[src/rtl/kernel_cache_read_requestor.sv]
// Splits engine read commands into 4KB-safe AXI4 INCR bursts and streams the
// returned beats back in order with per-command done and a sticky error flag.
module kernel_cache_read_requestor #(
  parameter int ADDR_W          = 64,
  parameter int DATA_W          = 512,
  parameter int BEATS_W         = 16,
  parameter int MAX_BURST       = 64,
  parameter int MAX_OUTSTANDING = 8
) (
  input  logic               ap_clk,
  input  logic               areset_n,
  input  logic               cache_setup_signal,
  input  logic               req_valid,
  output logic               req_ready,
  input  logic [ADDR_W-1:0]  req_addr,
  input  logic [BEATS_W-1:0] req_beats,
  output logic               arvalid,
  input  logic               arready,
  output logic [ADDR_W-1:0]  araddr,
  output logic [7:0]         arlen,
  output logic [2:0]         arsize,
  output logic [1:0]         arburst,
  output logic               arid,
  output logic [3:0]         arcache,
  output logic [2:0]         arprot,
  output logic [3:0]         arqos,
  output logic               arlock,
  input  logic               rvalid,
  output logic               rready,
  input  logic [DATA_W-1:0]  rdata,
  input  logic [1:0]         rresp,
  input  logic               rlast,
  output logic               rsp_valid,
  input  logic               rsp_ready,
  output logic [DATA_W-1:0]  rsp_data,
  output logic               rsp_last,
  output logic               done,
  output logic               err
);

  localparam int OUT_W = $clog2(MAX_OUTSTANDING + 1);
  localparam logic [BEATS_W:0] MAX_BURST_L = (BEATS_W + 1)'(MAX_BURST);
  localparam logic [OUT_W-1:0] MAX_OUT_L   = OUT_W'(MAX_OUTSTANDING);

  typedef enum logic [1:0] {S_IDLE, S_CALC, S_ISSUE, S_DRAIN} state_t;

  state_t             state, state_next;
  logic [ADDR_W-1:0]  cur_addr;
  logic [BEATS_W-1:0] rem;
  logic [BEATS_W-1:0] resp_rem;
  logic [BEATS_W:0]   cur_len;
  logic [BEATS_W:0]   len_calc;
  logic [6:0]         page_left;
  logic [OUT_W-1:0]   outstanding;
  logic               req_hs, ar_hs, r_hs, rlast_hs, can_issue, last_burst;

  assign arsize  = 3'b110;
  assign arburst = 2'b01;
  assign arid    = 1'b0;
  assign arcache = 4'b0011;
  assign arprot  = 3'b000;
  assign arqos   = 4'b0000;
  assign arlock  = 1'b0;

  assign rsp_valid = rvalid;
  assign rsp_data  = rdata;
  assign rready    = rsp_ready;
  assign rsp_last  = rvalid & (resp_rem == BEATS_W'(1));

  assign req_hs     = req_valid & req_ready;
  assign ar_hs      = arvalid & arready;
  assign r_hs       = rvalid & rsp_ready;
  assign rlast_hs   = r_hs & rlast & (outstanding != '0);
  assign can_issue  = !cache_setup_signal && (outstanding < MAX_OUT_L);
  assign last_burst = (rem == cur_len[BEATS_W-1:0]);

  // Burst length: smallest of remaining beats, MAX_BURST and beats left in the 4KB page.
  always_comb begin
    // NOTE: every always_comb output gets a default first so no latch is inferred.
    page_left = 7'd64 - {1'b0, cur_addr[11:6]};
    len_calc  = {1'b0, rem};
    if (len_calc > MAX_BURST_L)
      len_calc = MAX_BURST_L;
    if (len_calc > (BEATS_W + 1)'(page_left))
      len_calc = (BEATS_W + 1)'(page_left);
  end

  always_comb begin
    state_next = state;
    case (state)
      S_IDLE:  if (req_hs && req_beats != '0) state_next = S_CALC;
      S_CALC:  state_next = S_ISSUE;
      S_ISSUE: if (ar_hs) state_next = last_burst ? S_DRAIN : S_CALC;
      S_DRAIN: if (resp_rem == '0) state_next = S_IDLE;
      default: state_next = S_IDLE;
    endcase
  end

  // NOTE: sequential state uses non-blocking assignments so all flops update together.
  always_ff @(posedge ap_clk or negedge areset_n) begin
    if (!areset_n) state <= S_IDLE;
    else           state <= state_next;
  end

  always_ff @(posedge ap_clk or negedge areset_n) begin
    if (!areset_n) begin
      req_ready   <= 1'b0;
      arvalid     <= 1'b0;
      araddr      <= '0;
      arlen       <= '0;
      cur_addr    <= '0;
      cur_len     <= '0;
      rem         <= '0;
      resp_rem    <= '0;
      outstanding <= '0;
      done        <= 1'b0;
      err         <= 1'b0;
    end else begin
      req_ready <= (state_next == S_IDLE);
      done      <= 1'b0;

      if (req_hs) begin
        cur_addr <= req_addr & ~ADDR_W'(63);
        rem      <= req_beats;
        if (req_beats == '0) done <= 1'b1;
      end

      if (state == S_CALC) begin
        cur_len <= len_calc;
        araddr  <= cur_addr;
        arlen   <= len_calc[7:0] - 8'd1;
      end

      // Once raised, arvalid and its payload stay put until the slave accepts.
      if (state == S_ISSUE) begin
        if (!arvalid) begin
          arvalid <= can_issue;
        end else if (arready) begin
          arvalid  <= 1'b0;
          cur_addr <= cur_addr + ADDR_W'({cur_len, 6'b0});
          rem      <= rem - cur_len[BEATS_W-1:0];
        end
      end

      if (ar_hs && !rlast_hs)      outstanding <= outstanding + 1'b1;
      else if (!ar_hs && rlast_hs) outstanding <= outstanding - 1'b1;

      if (req_hs) begin
        resp_rem <= req_beats;
      end else if (r_hs && resp_rem != '0) begin
        resp_rem <= resp_rem - 1'b1;
        if (resp_rem == BEATS_W'(1)) done <= 1'b1;
      end

      if (r_hs && rresp != 2'b00) err <= 1'b1;
    end
  end

endmodule
[config.mk]
export PLATFORM = sky130hd
export DESIGN_NAME = kernel_cache_read_requestor
export DESIGN_NICKNAME = d
export VERILOG_FILES = /design/src/rtl/kernel_cache_read_requestor.sv
export SDC_FILE = /design/constraint.sdc
export NUM_CORES = 1
export LEC_CHECK = 0
export BUFFER_PORTS_ARGS = -buffer_cell sky130_fd_sc_hd__buf_2
export CAP_MARGIN = 20
export CORE_AREA = 3 3 473 475
export DETAILED_ROUTE_END_ITERATION = 8
export DIE_AREA = 0 0 476 478
export SYNTH_ARGS = -nofsm -noshare
export SYNTH_HDL_FRONTEND = slang
export SYNTH_SLANG_ARGS = --single-unit
[constraint.sdc]
create_clock -name ap_clk -period 9.3 [get_ports ap_clk]
set_input_delay 0.465 -clock ap_clk [delete_from_list [all_inputs] [get_ports ap_clk]]
set_output_delay 0.465 -clock ap_clk [all_outputs]
set_load 0.02 [all_outputs]
==> results.sh <==
export IMPL_antenna_found_initial=12
export IMPL_drc_errors=0
export IMPL_synth_seq_cells=194
export IMPL_worstSetupPathType="reg2reg"
export IMPL_ys_flop_type="dfrtp_1"
export IMPL_grtUsageTotal_pct=9.028
export IMPL_cp_max_fo=15
export IMPL_grt_pass1_wl_um=130100
export IMPL_start_kind="flop"
export IMPL_yosys_top_cells_area="dfrtp_1 (33%), buf_4 (27%), nand2_1 (8.3%), ha_1 (3.8%), nor2_1 (2.2%)"
export IMPL_status="finished, final reports clean"
export IMPL_cts_buffers=17
export IMPL_die_w_um=476
export IMPL_ys_warn_count=0
export IMPL_clock_latency_ns=0.53
export IMPL_synth_avg_cell_area_um2=8.386
export IMPL_ys_async_sr_fraction_pct=100.0
export IMPL_place_ws_ns=5.563
export IMPL_synth_common_cells="buf_4 (535), nand2_1 (328), dfrtp_1 (194)"
export IMPL_drt_iter0_drc=801
export IMPL_clock_fmax_mhz=267.4
export IMPL_cp_end_kind="flop"
export IMPL_period_needed_ns=3.740
export IMPL_die_y_um=478
export IMPL_synth_edf_count=0
export IMPL_syn2layout_area_growth_pct=8.057
export IMPL_yosys_cell_types_count=78
export IMPL_setup_tns_ns=0
export IMPL_drive_above_1_share_pct=18.44
export IMPL_power_density_nw_per_um2=287.2
export IMPL_yosysTopAreaCellShare_pct=32.87
export IMPL_holdWs_ns=0.1473
export IMPL_cts_tree="done"
export IMPL_cts_sinks=194
export IMPL_ys_seq_area_share_pct=32.87
export IMPL_drt_pass1_iter_count=5
export IMPL_num_vias=10850
export IMPL_relSlewSlack_pct=42.43
export IMPL_cts_root_buf="clkbuf_16"
export IMPL_post_cts_resized=0
export IMPL_cts_max_level=4
export IMPL_place_congestion=0.8568
export IMPL_worstHoldPathType="in2reg"
export IMPL_cp_data_required_time_ns=9.73
export IMPL_maxCapViolations=0
export IMPL_yosysMostFrequentCell="buf_4"
export IMPL_skew_ns=0.04090
export IMPL_setup_ws_ns=5.560
export IMPL_io_buffers=162
export IMPL_ir_worst_vdd_v=0.0001482
export IMPL_leakage_uw=0.006161
export IMPL_via_per_inst=2.489
export IMPL_rsz0062_at_grt="no"
export IMPL_worst_pin_slew_ns=0.8636
export IMPL_final_nets=2036
export IMPL_rows=172
export IMPL_netlist_area_um2=14770
export IMPL_dieArea_um2=227500
export IMPL_synthCells=1761
export IMPL_overflow=0
export IMPL_ios=1211
export IMPL_ant_nets=0
export IMPL_initial_utilization_pct=6.721
export IMPL_path_common_cell="a311oi_1"
export IMPL_finalCritPeriodShare_pct=40.21
export IMPL_cts_setup_buffers=0
export IMPL_crit_chain="ha_1 > inv_1 > fa_1 > nor2b_1 > o21a_1 > o21ai_1 > a21o_1 > a211oi_4 > or2_1 > a311oi_1 > a311oi_1"
export IMPL_routedWlPerCell_um=24.46
export IMPL_wl_um=106600
export IMPL_grt_max_degree=96
export IMPL_synth_largest_area_cell="dfrtp_1"
export IMPL_setup_viol=0
export IMPL_dp_hpwl_um=93300
export IMPL_clkSlewWorstSetupHoldPaths_ns=0.11
export IMPL_cp_slowest_cell="or2_1"
export IMPL_postCtsHoldBufs=1
export IMPL_slew_violations=0
export IMPL_grt_pass1_vias=10720
export IMPL_crit_arrival_ns=4.17
export IMPL_finalHoldViolations=0
export IMPL_worst_path_largest_cell_delay_ns=0.60
export IMPL_coreArea_um2=219700
export IMPL_cts_buffer_depth=2
==> sequential cells by signal, indices dropped and copies added, names as in the netlist <==
signal       flops
araddr          64
arlen            8
arvalid          1
cur_addr        64
cur_len         16
done             1
err              1
outstanding      4
rem             16
req_ready        1
resp_rem        16
state            2
==> metrics by stage <==
step / std cells / utilization [%] / power (uW) / instance area (um^2)
2_1_floorplan: 1777 / - / 3259 / 14830
3_3_place_gp: 4323 / 6.941 / 3705 / 15250
3_5_place_dp: 4323 / 6.941 / 3755 / 15250
4_1_cts: 4356 / 7.249 / 4688 / 15930
5_1_grt: 4358 / 7.263 / 4981 / 15960
6_report: 4358 / 7.263 / 4582 / 15960
==> area by class of cell <==
| cell class | instances | area (um^2) |
|---|---|---|
| diodes | 1 | 2.502 |
| clock buffers | 17 | 425.4 |
| clock inverters | 15 | 241.5 |
| fillers | 25740 | 203800 |
| inverters | 36 | 135.1 |
| multi-input cells | 960 | 5642 |
| flip-flops and latches | 194 | 4855 |
| well taps | 2958 | 3701 |
| repair buffers | 177 | 955.9 |
==> cells in the final DEF, fill, tap and decap left out, types with 6 or more instances in the layout <==
| cell type | instances |
|---|---|
| nor4_1 | 9 |
| clkbuf_16 | 17 |
| a21oi_1 | 43 |
| or3_1 | 6 |
| nand2_1 | 324 |
| o21ai_1 | 6 |
| nor3_1 | 16 |
| o21a_1 | 10 |
| and3_1 | 31 |
| inv_1 | 36 |
| nand4_1 | 15 |
| mux2_2 | 6 |
| buf_2 | 161 |
| buf_4 | 13 |
| xor2_1 | 20 |
| a311oi_1 | 7 |
| o21ai_0 | 50 |
| ha_1 | 45 |
| nand2b_1 | 7 |
| nor2_1 | 86 |
| a21o_1 | 22 |
| o211ai_1 | 15 |
| a31oi_1 | 26 |
| and2_1 | 13 |
| dfrtp_1 | 194 |
| a211oi_1 | 15 |
| conb_1 | 18 |
| nand3_1 | 39 |
| xnor2_1 | 28 |
==> cells by family after synthesis <==
| logic type | after synthesis | synth area share, % |
|---|---|---|
| AOI/OAI and AO/OA | 247 | 11.62 |
| muxes | 11 | 0.7964 |
| other | 2 | 0.05085 |
| DFF | 194 | 32.87 |
| buffers and inverters | 623 | 29.52 |
| adders and majority gates | 48 | 4.219 |
| and+or+nand+nor | 588 | 18.07 |
| xor gates and xnor gates | 48 | 2.847 |
==> worst max-delay path, delay by kind of cell, from the launching register on <==
family	cells	cell delay, ns
buffers and inverters	1	0.07
adder cells (fa/ha/maj)	2	0.66
flip-flops	1	0.47
AND/OR/NAND/NOR	2	0.75
AO/OA/AOI/OAI	6	1.68
==> metal layers <==
metal	vias up	GRT usage (%)	wire length (um)
met4	8	5.952	7455
met2	887	13.93	47110
met3	347	11.32	29990
met1	5031	5.450	21640
li1	4574	-	-
met5	-	1.151	387
==> path summary, 6_finish.rpt <==
kind | endpoint | start | slack [ns] | depth (start not counted)
worst max-delay path | cur_addr[38]$_DFF_PN0_ | cur_addr[6]$_DFF_PN0_ | 5.56 | 11
worst min-delay path | cur_addr[37]$_DFF_PN0_ | req_addr[37] | 0.15 | 2
worst max register to register | cur_addr[38]$_DFF_PN0_ | cur_addr[6]$_DFF_PN0_ | 5.56 | 11
worst min register to register | araddr[2]$_DFFE_PN0P_ | cur_addr[2]$_DFFE_PN0P_ | 0.46 | 2
max in group asynchronous | araddr[37]$_DFFE_PN0P_ | areset_n | 7.10 | 5
min in group asynchronous | araddr[12]$_DFFE_PN0P_ | areset_n | 0.58 | 2
==> report_power, final <==
| part | total (uW) | switching, uW | internal (uW) |
|---|---|---|---|
| Combinational | 2130 | 1340 | 791 |
| Clock | 891 | 501 | 390 |
| Sequential | 1560 | 360 | 1200 |
No activity file was read; power rests on OpenSTA's default activity.
